--- src/rtl/vga_sync_receiver.sv ---
// VGA timing receiver: measures hsync/vsync periods, locks after repeated matching
// frames, and emits active-area pixel coordinates with colour.
//
//   state   | meaning
//   SEARCH  | waiting for a frame start
//   MEASURE | capturing line and frame periods for one frame
//   VERIFY  | counting consecutive frames that repeat the captured periods
//   LOCKED  | periods stable; active-area pixels are reported
module vga_sync_receiver #(
  parameter int H_BACK      = 144,
  parameter int H_ACTIVE    = 640,
  parameter int V_BACK      = 35,
  parameter int V_ACTIVE    = 480,
  parameter int LOCK_FRAMES = 2
) (
  input  logic       clk,
  input  logic       rst_n,
  input  logic       hsync,
  input  logic       vsync,
  input  logic [7:0] R,
  input  logic [7:0] G,
  input  logic [7:0] B,
  output logic       locked,
  output logic       err,
  output logic [9:0] h_total,
  output logic [9:0] v_total,
  output logic       px_valid,
  output logic       sof,
  output logic [9:0] x,
  output logic [9:0] y,
  output logic [7:0] px_r,
  output logic [7:0] px_g,
  output logic [7:0] px_b
);

  typedef enum logic [1:0] {SEARCH, MEASURE, VERIFY, LOCKED} state_t;

  localparam logic [9:0]  CNT_MAX   = 10'd1023;
  localparam logic [9:0]  H_START   = 10'(H_BACK);
  localparam logic [9:0]  H_END     = 10'(H_BACK + H_ACTIVE);
  localparam logic [9:0]  V_START   = 10'(V_BACK);
  localparam logic [9:0]  V_END     = 10'(V_BACK + V_ACTIVE);
  localparam logic [10:0] H_MIN     = 11'(H_BACK + H_ACTIVE);
  localparam logic [10:0] V_MIN     = 11'(V_BACK + V_ACTIVE);
  localparam logic [3:0]  MATCH_TGT = 4'(LOCK_FRAMES);

  state_t      state, state_nxt;
  logic        hs_q, hs_q_d, vs_q, vs_q_d;
  logic [23:0] rgb_q, rgb_qq;
  logic        ls, fs;
  logic [9:0]  h_cnt, v_cnt;
  logic [10:0] line_per, frame_per;
  logic [10:0] h_ref, h_ref_nxt, v_ref, v_ref_nxt;
  logic [3:0]  match_cnt, match_nxt, match_inc;
  logic        fail, line_bad, frame_bad, h_sat;
  logic        h_act, v_act, lock_nxt;

  always_ff @(posedge clk or negedge rst_n) begin
    if (!rst_n) begin
      hs_q   <= 1'b0;
      hs_q_d <= 1'b0;
      vs_q   <= 1'b0;
      vs_q_d <= 1'b0;
      rgb_q  <= '0;
      rgb_qq <= '0;
    end else begin
      hs_q   <= hsync;
      hs_q_d <= hs_q;
      vs_q   <= vsync;
      vs_q_d <= vs_q;
      rgb_q  <= {R, G, B};
      rgb_qq <= rgb_q;
    end
  end

  assign ls = hs_q & ~hs_q_d;
  assign fs = vs_q & ~vs_q_d;

  // Counters saturate so a missing sync stays detectable instead of wrapping.
  always_ff @(posedge clk or negedge rst_n) begin
    if (!rst_n) begin
      h_cnt <= '0;
      v_cnt <= '0;
    end else begin
      if (ls)
        h_cnt <= '0;
      else if (h_cnt != CNT_MAX)
        h_cnt <= h_cnt + 10'd1;
      if (fs)
        v_cnt <= '0;
      else if (ls && (v_cnt != CNT_MAX))
        v_cnt <= v_cnt + 10'd1;
    end
  end

  assign line_per  = {1'b0, h_cnt} + 11'd1;
  assign frame_per = {1'b0, v_cnt} + 11'd1;
  assign line_bad  = ls && (line_per != h_ref);
  assign frame_bad = fs && (frame_per != v_ref);
  assign h_sat     = (h_cnt == CNT_MAX);
  assign match_inc = match_cnt + 4'd1;

  always_comb begin
    state_nxt = state;
    h_ref_nxt = h_ref;
    v_ref_nxt = v_ref;
    match_nxt = match_cnt;
    fail      = 1'b0;
    case (state)
      SEARCH: begin
        if (fs) state_nxt = MEASURE;
      end
      MEASURE: begin
        if (ls) h_ref_nxt = line_per;
        if (h_sat) begin
          fail = 1'b1;
        end else if (fs) begin
          v_ref_nxt = frame_per;
          if ((h_ref_nxt >= H_MIN) && (v_ref_nxt >= V_MIN)) begin
            state_nxt = VERIFY;
            match_nxt = '0;
          end else begin
            state_nxt = SEARCH;
          end
        end
      end
      VERIFY: begin
        if (h_sat || line_bad || frame_bad) begin
          fail = 1'b1;
        end else if (fs) begin
          match_nxt = match_inc;
          if (match_inc == MATCH_TGT) state_nxt = LOCKED;
        end
      end
      LOCKED: begin
        if (h_sat || line_bad || frame_bad) fail = 1'b1;
      end
      default: state_nxt = SEARCH;
    endcase
    if (fail) begin
      state_nxt = SEARCH;
      match_nxt = '0;
    end
  end

  assign locked   = (state == LOCKED);
  assign lock_nxt = (state_nxt == LOCKED);
  assign h_act    = (h_cnt >= H_START) && (h_cnt < H_END);
  assign v_act    = (v_cnt >= V_START) && (v_cnt < V_END);

  always_ff @(posedge clk or negedge rst_n) begin
    if (!rst_n) begin
      state     <= SEARCH;
      h_ref     <= '0;
      v_ref     <= '0;
      match_cnt <= '0;
      err       <= 1'b0;
      h_total   <= '0;
      v_total   <= '0;
      px_valid  <= 1'b0;
      sof       <= 1'b0;
      x         <= '0;
      y         <= '0;
      px_r      <= '0;
      px_g      <= '0;
      px_b      <= '0;
    end else begin
      state     <= state_nxt;
      h_ref     <= h_ref_nxt;
      v_ref     <= v_ref_nxt;
      match_cnt <= match_nxt;
      err       <= fail && (state == LOCKED);
      h_total   <= lock_nxt ? h_ref_nxt[9:0] : 10'd0;
      v_total   <= lock_nxt ? v_ref_nxt[9:0] : 10'd0;
      // Decode against the next state so px_valid never outlives a lock loss.
      px_valid  <= lock_nxt && h_act && v_act;
      sof       <= lock_nxt && (h_cnt == H_START) && (v_cnt == V_START);
      x         <= h_cnt - H_START;
      y         <= v_cnt - V_START;
      {px_r, px_g, px_b} <= rgb_qq;
    end
  end

endmodule
--- config.mk ---
export PLATFORM = sky130hd
export DESIGN_NAME = vga_sync_receiver
export DESIGN_NICKNAME = d
export VERILOG_FILES = /design/src/rtl/vga_sync_receiver.sv
export SDC_FILE = /design/constraint.sdc
export NUM_CORES = 1
export LEC_CHECK = 0
export ABC_CLOCK_PERIOD_IN_PS = 3610
export CAP_MARGIN = 40
export CORE_MARGIN = 2
export CORE_UTILIZATION = 35
export CTS_CLUSTER_SIZE = 20
export DETAILED_ROUTE_END_ITERATION = 8
export PLACE_DENSITY_LB_ADDON = 0.08
export SLEW_MARGIN = 0
export SYNTH_ARGS = -nofsm -noshare
export SYNTH_HDL_FRONTEND = slang
export SYNTH_SLANG_ARGS = --single-unit
--- constraint.sdc ---
create_clock -name clk -period 3.61 [get_ports clk]
set_input_delay 0.722 -clock clk [delete_from_list [all_inputs] [get_ports clk]]
set_output_delay 0.722 -clock clk [all_outputs]
set_load 0.005 [all_outputs]
==> results of run 1 <==
[how the worst min path moves through the flow]
| stage | from | end | slack, ps | cells after the start |
|---|---|---|---|---|
| after CTS | rst_n | px_b[0]$_DFF_PN0_ | 350 | 1 |
| after detailed placement | rgb_qq[3]$_DFF_PN0_ | px_b[3]$_DFF_PN0_ | 330 | 0 |
| after global routing | rgb_q[8]$_DFF_PN0_ | rgb_qq[8]$_DFF_PN0_ | 360 | 0 |
| after global placement | rgb_qq[2]$_DFF_PN0_ | px_b[2]$_DFF_PN0_ | 330 | 0 |
| final | rst_n | rgb_qq[0]$_DFF_PN0_ | 330 | 1 |
| after floorplan | rgb_qq[0]$_DFF_PN0_ | px_b[0]$_DFF_PN0_ | 330 | 0 |
[through the flow]
stage | power, mW | setup slack (ps) | instances | util (%)
after floorplan | 2.42 | 704 | 565 | -
after global placement | 2.69 | 524 | 877 | 42.1
after detailed placement | 2.70 | 424 | 877 | 42.1
after CTS | 4.64 | 378 | 909 | 45.5
after global routing | 4.79 | 189 | 909 | 45.5
final | 4.57 | 383 | 909 | 45.5
[placed cells by master, fill, tap and decap left out, types with 13 or more instances in the layout]
| cell type | count |
|---|---|
| dfrtp_1 | 167 |
| clkdlybuf4s50_1 | 94 |
| nand2_1 | 52 |
| o21ai_0 | 33 |
| nor2_1 | 32 |
| xnor2_1 | 30 |
| nor2b_1 | 25 |
| xor2_1 | 19 |
| inv_1 | 17 |
| clkbuf_16 | 17 |
| buf_4 | 14 |
| nor3_1 | 13 |
| nand3_1 | 13 |
[state kept, by name (all words and copies together) (netlist names), 2 cells and up]
register   count
px_g           8
v_cnt         10
px_r           8
x             10
match_cnt      4
h_ref         11
rgb_qq        24
px_b           8
v_ref         11
h_cnt         10
state          2
rgb_q         24
y             10
v_total       10
h_total       10
[routing by layer]
layer	track usage [%]	vias up
met5	0	-
li1	-	2128
met2	27.7	89
met1	20.2	2226
met3	4.18	14
met4	4.05	0
[power by group through the flow]
stage	Clock, mW	Combinational [mW]	Sequential, mW
floorplan	0	0.312	2.11
global placement	0	0.545	2.15
detailed placement	0	0.548	2.15
CTS	1.97	0.551	2.11
global route	2.06	0.603	2.13
finish	1.91	0.540	2.11
[layout make-up]
class	count	share of cell area [%]
clock buffers	17	5.01
flip-flops and latches	167	49.2
inverters	17	0.752
well taps	234	3.45
multi-input cells	350	26.7
repair buffers	109	12.5
clock inverters	15	2.40
[kinds of logic after synthesis]
kind of cell,synth area share [%]
and+or+nand+nor,16.2
DFF,62.9
AOI/OAI and AO/OA,8.38
xor gates and xnor gates,7.13
buffers and inverters,3.05
adders and majority gates,1.69
muxes,0.621
[critical path, delay by kind of cell (launching register included)]
family,cells,cell delay (ps)
adders and majority gates,1,320
and+or+nand+nor,4,1410
DFF,1,480
buffers and inverters,1,250
AOI/OAI and AO/OA,3,680
==> key figures, run 1 <==
STA
  • Unrepaired setup endpoints after global routing: false
  • Max Fclk: slightly above 0.3 GHz
  • Clock Skew: between 9 and 10 ps
  • Worst Hold Slack: ~330 ps
  • Setup-failing EPs final: 0
  • Slew Limit Fails: 0
  • Slew margin rel.: about half
  • Fin crit period: 3230 ps
  • Fin crit share: a little under 90%
  • Final Hold Vio Count: 0
  • Total Neg Setup Slack: 0 ps
  • Measured slew at the worst slew-check pin: 769 ps

Final layout
  • Final Cell Area: 0.00849 mm^2
  • Diode count: 0
  • Fillers: approximately 1,700
  • Storage element area: between 0.004 and 0.005 mm^2
  • Area Overhead vs Synth: 27.7%
  • Area of the multi-input gates: between 0.002 and 0.0025 mm^2
  • Final #Nets: about 700
  • Layout cell share with drive strength beyond 1: between 8 and 9%

Worst setup path
  • Reg2reg end: sof$_DFF_PN0_
  • Critical R2R Launch: h_cnt[0]$_DFFE_PN0P_
  • Setup slack, reg-to-reg: 380 ps
  • Critical path's slowest cell: or4_4
  • Data required, critical path: approximately 4000 ps
  • Startpoint types: register
  • Critical path launch point: h_cnt[0]$_DFFE_PN0P_
  • CP max FO: 13
  • Setup crit end: sof$_DFF_PN0_
  • Crit-path cells: ha_1, nand4_4, or3_1, a32o_1, or4_4, o21ai_2, o2111ai_1, buf_4, nor4_4
  • CP arrival: roughly 3600 ps
  • Slowest Stage Delay on Critical Path: between 500 and 600 ps
  • Critical Path Sink Type: register
  • R2R cell count: 9
  • WS Path Type: reg2reg

Synth
  • Avg Cell Area, Syn: roughly 12 um^2
  • Synthesis Warnings: 0
  • Post-synth EDFFs: 0
  • Yosys cell types: between 60 and 70
  • Asr flop ratio synth: 100%
  • Synth Net Count: approximately 600
  • Prevailing post-synth register cell: dfrtp_1
  • Share of the synthesized area in the top cell type: between 60% and 70%
  • Yosys reg bits: approximately 170
  • Synth area leaders: dfrtp_1, xnor2_1, nand2_1
  • Mapped Cells: between 500 and 600
  • Synth Cell Area: around 0.0066 mm^2
  • Seq/Total Area, Yosys: approximately 63%
  • Top post-synthesis cells by count: dfrtp_1, nand2_1, o21ai_0, nor2_1, xnor2_1
  • Most numerous cell in the Yosys netlist: dfrtp_1
  • Area leader, netlist: dfrtp_1

Route
  • DRT Wirelength: about 15,000 um
  • Met3 wire len: 610 um
  • DR iter-0 viols: ~300
  • DR top layer: met4
  • DRC viols: 0
  • Router iterations before antenna repair: 4
  • Met2 WL: about 7800 um
  • Drt wl/cell: approximately 17 um
  • Antenna Nets Post-Route: 0
  • Vias/cell: slightly below 5
  • Routed length on met1: about 6600 um
  • Via count: ~4,500

CTS
  • CTS tree: built
  • Post-cts resize count: 0
  • Clock sinks: ~170
  • CTS Buf Count: 17
  • Root Buffer Master: clkbuf_16
  • Hold Buf Count CTS: 0
  • Post-CTS setup buffers: 0
  • CTS Buffer Depth: 2
  • H-tree depth: 4
  • Worst-path clk slew: 70 ps
  • Worst-Skew Late Latency: 430 ps

Power and ir drop
  • PD cells: between 500 and 600 mW/mm^2
  • Internal Pwr Total: 3.34 mW
  • Leak Pwr: 3.59 nW
  • Switching share of power: between 20% and 30%
  • Reg power frac: between 40 and 50%
  • Comb pwr share: a little under an eighth
  • Sw Pwr: ~1.2 mW
  • Clock share of power: about two fifths
  • Worst vdd ir: 0.328 mV

Run status
  • Outcome: complete, no violations

Floorplanning
  • Row cnt: 50
  • Initial core utilization: around 36%
  • Die H: 142 um
  • Die footprint: between 0.02 and 0.025 mm^2
  • Core area: ~0.019 mm^2
  • IO Pins: 96
  • Die X: roughly 140 um

Placement
  • Gpl congestion: between 0.8 and 0.9
  • IO buf count: 95
  • Placed wire-length estimate: between 10,000 and 15,000 um
  • Placed Area: between 0.007 and 0.008 mm^2

Run
  • Maxcap violations: 0

Hold path
  • Hold crit path type: in2async

GRT
  • Vias in the first global route: 4,590
  • Grt total ovfl: 0
  • Initial antenna violation count: 0
  • Largest net degree at the start of global routing: 85
  • First-pass GRT wire length: 24,900 um
  • GRT Resource Usage Total: between 10% and 20%
Power figures use the tool's default switching activity.
==> run 2, diff against run 1 <==
- PLACE_DENSITY: unset -> 0.51
- PLACE_DENSITY_LB_ADDON: 0.08 -> unset
==> run 2 against run 1 <==
Effect of this change:
- sequential power hardly changed
- global-route usage is 0.068 points lower
- cell area is 0.55% lower
- largest power group unchanged
- fmax hardly changed
- die area stayed put
- first-iteration DRC count is 5.9% lower
- sequential share of layout area is 0.27 points higher
==> key figures, run 2 (synthesis gave the netlist of run 1 again) <==
GRT
  • GRT Resource Usage Total: 16.0% (-0.068 points)
  • Grt total ovfl: 0 (unchanged)
  • Vias in the first global route: 4,611 (+0.46%)
  • Initial antenna violation count: 0 (unchanged)
  • First-pass GRT wire length: 24,800 um (-0.58%)
  • Largest net degree at the start of global routing: 81 (-4.7%)

CTS
  • Post-CTS setup buffers: 0 (unchanged)
  • CTS Buffer Depth: 2 (unchanged)
  • CTS Buf Count: 17 (unchanged)
  • H-tree depth: 4 (unchanged)
  • Post-cts resize count: 0 (unchanged)
  • Hold Buf Count CTS: 0 (unchanged)
  • Worst-Skew Late Latency: 420 ps (about the same)
  • Clock sinks: 167 (unchanged)
  • CTS tree: built
  • Worst-path clk slew: 70 ps (about the same)
  • Root Buffer Master: clkbuf_16

Placement
  • IO buf count: 95 (unchanged)
  • Placed wire-length estimate: 10,700 um (+0.77%)
  • Dpl cells: 877 (unchanged)
  • Gpl congestion: 0.932 (+10%)
  • Placed Area: 0.00787 mm^2 (+0.16%)

Final layout
  • Diode count: 0 (unchanged)
  • Post-route core utilization: 45.3% (-0.25 points)
  • Largest regs: rgb_q: 24 flops, rgb_qq: 24 flops
  • Area Overhead vs Synth: 27.0%
  • Layout Cells excl Fill: 909 (unchanged)
  • Final #Nets: 699 (unchanged)
  • Layout cell share with drive strength beyond 1: 8.00% (-0.15 points)
  • Commonest non-fill, non-tap cell in the layout: dfrtp_1
  • Most frequent cells in the layout: dfrtp_1, clkdlybuf4s50_1, nand2_1, o21ai_0, nor2_1
  • Final Cell Area: 0.00844 mm^2 (-0.55%)

STA
  • Slew Limit Fails: 0 (unchanged)
  • Final Hold Vio Count: 0 (unchanged)
  • Measured slew at the worst slew-check pin: 729 ps (-40.1 ps)
  • Fin crit share: 89.4% (about the same)
  • Setup-failing EPs final: 0 (unchanged)
  • Fin crit period: 3230 ps (+0.328 ps)
  • Total Neg Setup Slack: 0 ps (unchanged)
  • Clock Skew: 11.0 ps (+1.12 ps)
  • Max Fclk: 0.310 GHz (about the same)
  • Slew margin rel.: 51.4% (+2.8 points)
  • Unrepaired setup endpoints after global routing: false

Worst setup path
  • WS Path Type: reg2reg
  • Startpoint types: register
  • Data required, critical path: 3940 ps (about the same)
  • CP arrival: 3550 ps (about the same)
  • CP max FO: 12 (-1)
  • Critical Path Sink Type: register

Power and ir drop
  • Worst vdd ir: 0.380 mV (+16%)
  • Leak Pwr: 3.56 nW (-0.84%)
  • PD cells: 520 mW/mm^2 (-3.4%)

Floorplanning
  • Row cnt: 50 (unchanged)
  • Core area: 0.0186 mm^2 (unchanged)
  • Die H: 142 um (unchanged)
  • Die footprint: 0.0201 mm^2 (unchanged)
  • IO Pins: 96 (unchanged)
  • Die X: 142 um (unchanged)
  • Initial core utilization: 35.7% (unchanged)

Route
  • Drt wl/cell: 16.6 um (-0.40%)
  • Router iterations before antenna repair: 4 (unchanged)
  • Via count: 4,498 (+0.92%)
  • DR iter-0 viols: 285 (-5.9%)
  • DRC viols: 0 (unchanged)
  • DRT Wirelength: 15,100 um (-0.40%)
  • Antenna Nets Post-Route: 0 (unchanged)
  • Vias/cell: 4.95 (+0.92%)

Run
  • Maxcap violations: 0 (unchanged)

Hold path
  • Hold crit path type: in2async

Run status
  • Outcome: complete, no violations
## run 2: final timing paths
path / to / cells past startpoint / startpoint / slack, ps
min in group clk: rgb_qq[15]$_DFF_PN0_ / 0 / rgb_q[15]$_DFF_PN0_ / 340
max in group asynchronous: v_ref[8]$_DFF_PN0_ / 2 / rst_n / 2440
setup / recovery: px_valid$_DFF_PN0_ / 9 / h_cnt[0]$_DFFE_PN0P_ / 380
hold / removal: px_b[3]$_DFF_PN0_ / 1 / rst_n / 330
hold reg to reg: rgb_qq[15]$_DFF_PN0_ / 0 / rgb_q[15]$_DFF_PN0_ / 340
setup reg to reg: px_valid$_DFF_PN0_ / 9 / h_cnt[0]$_DFFE_PN0P_ / 380
## run 2: cell type report
cell class / instances / area [um^2]
flip-flops and latches: 167 / 4180
clock buffers: 19 / 443
inverters: 17 / 63.8
repair buffers: 109 / 1070
well taps: 234 / 293
multi-input cells: 350 / 2260
fillers: 1741 / 10200
clock inverters: 13 / 128
## run 2: per-layer routing
layer | part of all wire (%) | track usage (%) | vias to the layer above
met5 | 0 | 0 | -
met4 | 2.3 | 6.89 | 0
met3 | 3.6 | 3.04 | 23
met2 | 50 | 26.0 | 108
met1 | 44 | 21.0 | 2239
li1 | - | - | 2128
## run 2: power breakdown
part,internal [mW],switching (mW),total [mW]
combinational,0.264,0.264,0.528
clock,0.932,0.795,1.73
sequential,2.01,0.124,2.13
total,3.20,1.18,4.39
## run 2: metrics by stage
stage	setup WS (ps)	power [mW]	hold slack (ps)
final	382	4.39	328
after global placement	526	2.68	332
after detailed placement	429	2.70	335
after CTS	401	4.45	344
after global routing	177	4.60	353
after floorplan	704	2.42	331
## run 2: critical path, stage by stage, from the launching register on
cell	delay, ps
dfrtp_1	470
ha_1	330
nand4_4	190
or3_1	400
a32o_1	270
or4_4	530
o21ai_2	250
o2111ai_1	180
buf_4	240
nor4_2	260
==> run 3, diff against run 2 <==
- PLACE_DENSITY: 0.51 -> 0.52
==> run 3 against run 2 <==
Effect of this change:
- utilization grew 0.35 points
- non-clock buffer count grew 2
- sequential power is essentially flat
- global-route usage grew 0.21 points
- clock power grew 8%
- count of clock-buffer cells in the layout shrank 1
- critical path type unchanged
- largest cell class unchanged
==> key figures, run 3 (synthesis gave the netlist of run 1 again) <==
CTS
  • Post-CTS setup buffers: 0 (unchanged)
  • CTS tree: built
  • Worst-path clk slew: 70 ps (about the same)
  • Clock sinks: 167 (unchanged)
  • H-tree depth: 4 (unchanged)
  • Root Buffer Master: clkbuf_16
  • CTS Buf Count: 17 (unchanged)
  • Hold Buf Count CTS: 0 (unchanged)
  • Worst-Skew Late Latency: 430 ps (about the same)
  • CTS Buffer Depth: 2 (unchanged)
  • Post-cts resize count: 0 (unchanged)

Floorplanning
  • Die X: 142 um (unchanged)
  • Row cnt: 50 (unchanged)
  • Die H: 142 um (unchanged)
  • IO Pins: 96 (unchanged)
  • Initial core utilization: 35.7% (unchanged)
  • Die footprint: 0.0201 mm^2 (unchanged)
  • Core area: 0.0186 mm^2 (unchanged)

Run
  • Maxcap violations: 0 (unchanged)

Worst setup path
  • Slowest Stage Delay on Critical Path: 530 ps (about the same)
  • R2R cell count: 9 (unchanged)
  • Startpoint types: register
  • Critical R2R Launch: h_cnt[0]$_DFFE_PN0P_
  • Critical path's slowest cell: or4_4
  • CP arrival: 3540 ps (about the same)
  • WS Path Type: reg2reg
  • Setup slack, reg-to-reg: 400 ps (+20 ps)
  • Critical Path Sink Type: register
  • Data required, critical path: 3950 ps (about the same)
  • Reg2reg end: px_valid$_DFF_PN0_
  • Crit-path cells: ha_1, nand4_4, or3_1, a32o_1, or4_4, o21ai_2, o2111ai_1, buf_4, nor4_2
  • CP max FO: 13 (+1)

Route
  • DRT Wirelength: 15,200 um (+0.79%)
  • DRC viols: 0 (unchanged)
  • Vias/cell: 4.97 (+0.45%)
  • Router iterations before antenna repair: 4 (unchanged)
  • DR iter-0 viols: 259 (-9.1%)
  • Via count: 4,528 (+0.67%)
  • Antenna Nets Post-Route: 0 (unchanged)
  • Drt wl/cell: 16.7 um (+0.57%)

STA
  • Final Hold Vio Count: 0 (unchanged)
  • Worst Hold Slack: 260 ps (-67.6 ps)
  • Setup-failing EPs final: 0 (unchanged)
  • Setup ws final: 404 ps (+21.7 ps)
  • Max Fclk: 0.312 GHz (+0.68%)
  • Unrepaired setup endpoints after global routing: false
  • Measured slew at the worst slew-check pin: 808 ps (+79.1 ps)
  • Clock Skew: 5.90 ps (-5.10 ps)
  • Slew margin rel.: 46.0% (-5.4 points)
  • Fin crit share: 88.8% (-0.60 points)
  • Total Neg Setup Slack: 0 ps (unchanged)
  • Slew Limit Fails: 0 (unchanged)
  • Fin crit period: 3210 ps (-21.7 ps)

Final layout
  • Storage element area: 0.00418 mm^2 (unchanged)
  • Commonest non-fill, non-tap cell in the layout: dfrtp_1
  • Post-route core utilization: 45.6% (+0.35 points)
  • Diode count: 0 (unchanged)
  • Final #Nets: 701 (+0.29%)
  • Largest regs: rgb_q: 24 flops, rgb_qq: 24 flops
  • Fillers: 1,732 (-0.52%)
  • Area of the multi-input gates: 0.00226 mm^2 (unchanged)
  • Most frequent cells in the layout: dfrtp_1, clkdlybuf4s50_1, nand2_1, o21ai_0, nor2_1
  • Layout cell share with drive strength beyond 1: 8.42% (+0.42 points)
  • Area Overhead vs Synth: 28.0%

GRT
  • Largest net degree at the start of global routing: 69 (-15%)
  • Vias in the first global route: 4,636 (+0.54%)
  • Initial antenna violation count: 0 (unchanged)
  • Grt total ovfl: 0 (unchanged)
  • GRT Resource Usage Total: 16.2% (+0.21 points)
  • First-pass GRT wire length: 25,000 um (+0.75%)

Power and ir drop
  • Leak Pwr: 3.60 nW (+1.3%)
  • PD cells: 531 mW/mm^2 (+2.1%)
  • Worst vdd ir: 0.351 mV (-7.6%)

Run status
  • Outcome: complete, no violations

Placement
  • Gpl congestion: 0.864 (-7.3%)
  • IO buf count: 95 (unchanged)
  • Pre-CTS WS: 437 ps (+7.99 ps)
  • Placed wire-length estimate: 10,700 um (about the same)

Hold path
  • Hold crit path type: in2async
-- run 3: per-stage QoR --
step | std cells | cell area (um^2) | power (mW)
3_5_place_dp | 879 | 7890 | 2.69
4_1_cts | 911 | 8510 | 4.58
2_1_floorplan | 565 | 6650 | 2.42
6_report | 911 | 8510 | 4.51
3_3_place_gp | 879 | 7890 | 2.69
5_1_grt | 911 | 8510 | 4.73
-- run 3: layer usage --
layer / routed length (um) / GRT usage [%]
met1: 6570 / 21.0
met4: 333 / 7.16
met3: 744 / 3.37
met5: 0 / 0
met2: 7550 / 26.4
-- run 3: layout make-up --
| type | count | area share (%) |
|---|---|---|
| tap | 234 | 3.44 |
| clock buffer | 18 | 5.16 |
| timing repair buffer | 111 | 12.8 |
| sequential | 167 | 49.1 |
| multi-input combinational | 350 | 26.6 |
| inverter | 17 | 0.750 |
| clock inverter | 14 | 2.13 |
-- run 3: worst max-delay path by stage --
| stage | startpoint | endpoint | slack [ps] |
|---|---|---|---|
| after detailed placement | h_cnt[0]$_DFFE_PN0P_ | px_valid$_DFF_PN0_ | 440 |
| after global placement | h_cnt[0]$_DFFE_PN0P_ | sof$_DFF_PN0_ | 530 |
| final | h_cnt[0]$_DFFE_PN0P_ | px_valid$_DFF_PN0_ | 400 |
| after floorplan | h_cnt[0]$_DFFE_PN0P_ | sof$_DFF_PN0_ | 700 |
| after global routing | h_cnt[0]$_DFFE_PN0P_ | px_valid$_DFF_PN0_ | 160 |
| after CTS | h_cnt[0]$_DFFE_PN0P_ | match_cnt[1]$_DFFE_PN0P_ | 410 |
-- run 3: worst max-delay path: cells and delay by family (launching register included) --
kind	cells	cell delay [ps]
buf+inv	1	240
simple gates	4	1400
fa+ha+maj	1	310
flops	1	480
compound gates	3	680
-- run 3: where the power goes --
| group | switching [mW] | total (mW) | internal, mW |
|---|---|---|---|
| sequential | 0.108 | 2.12 | 2.01 |
| combinational | 0.269 | 0.535 | 0.266 |
| clock | 0.843 | 1.86 | 1.02 |
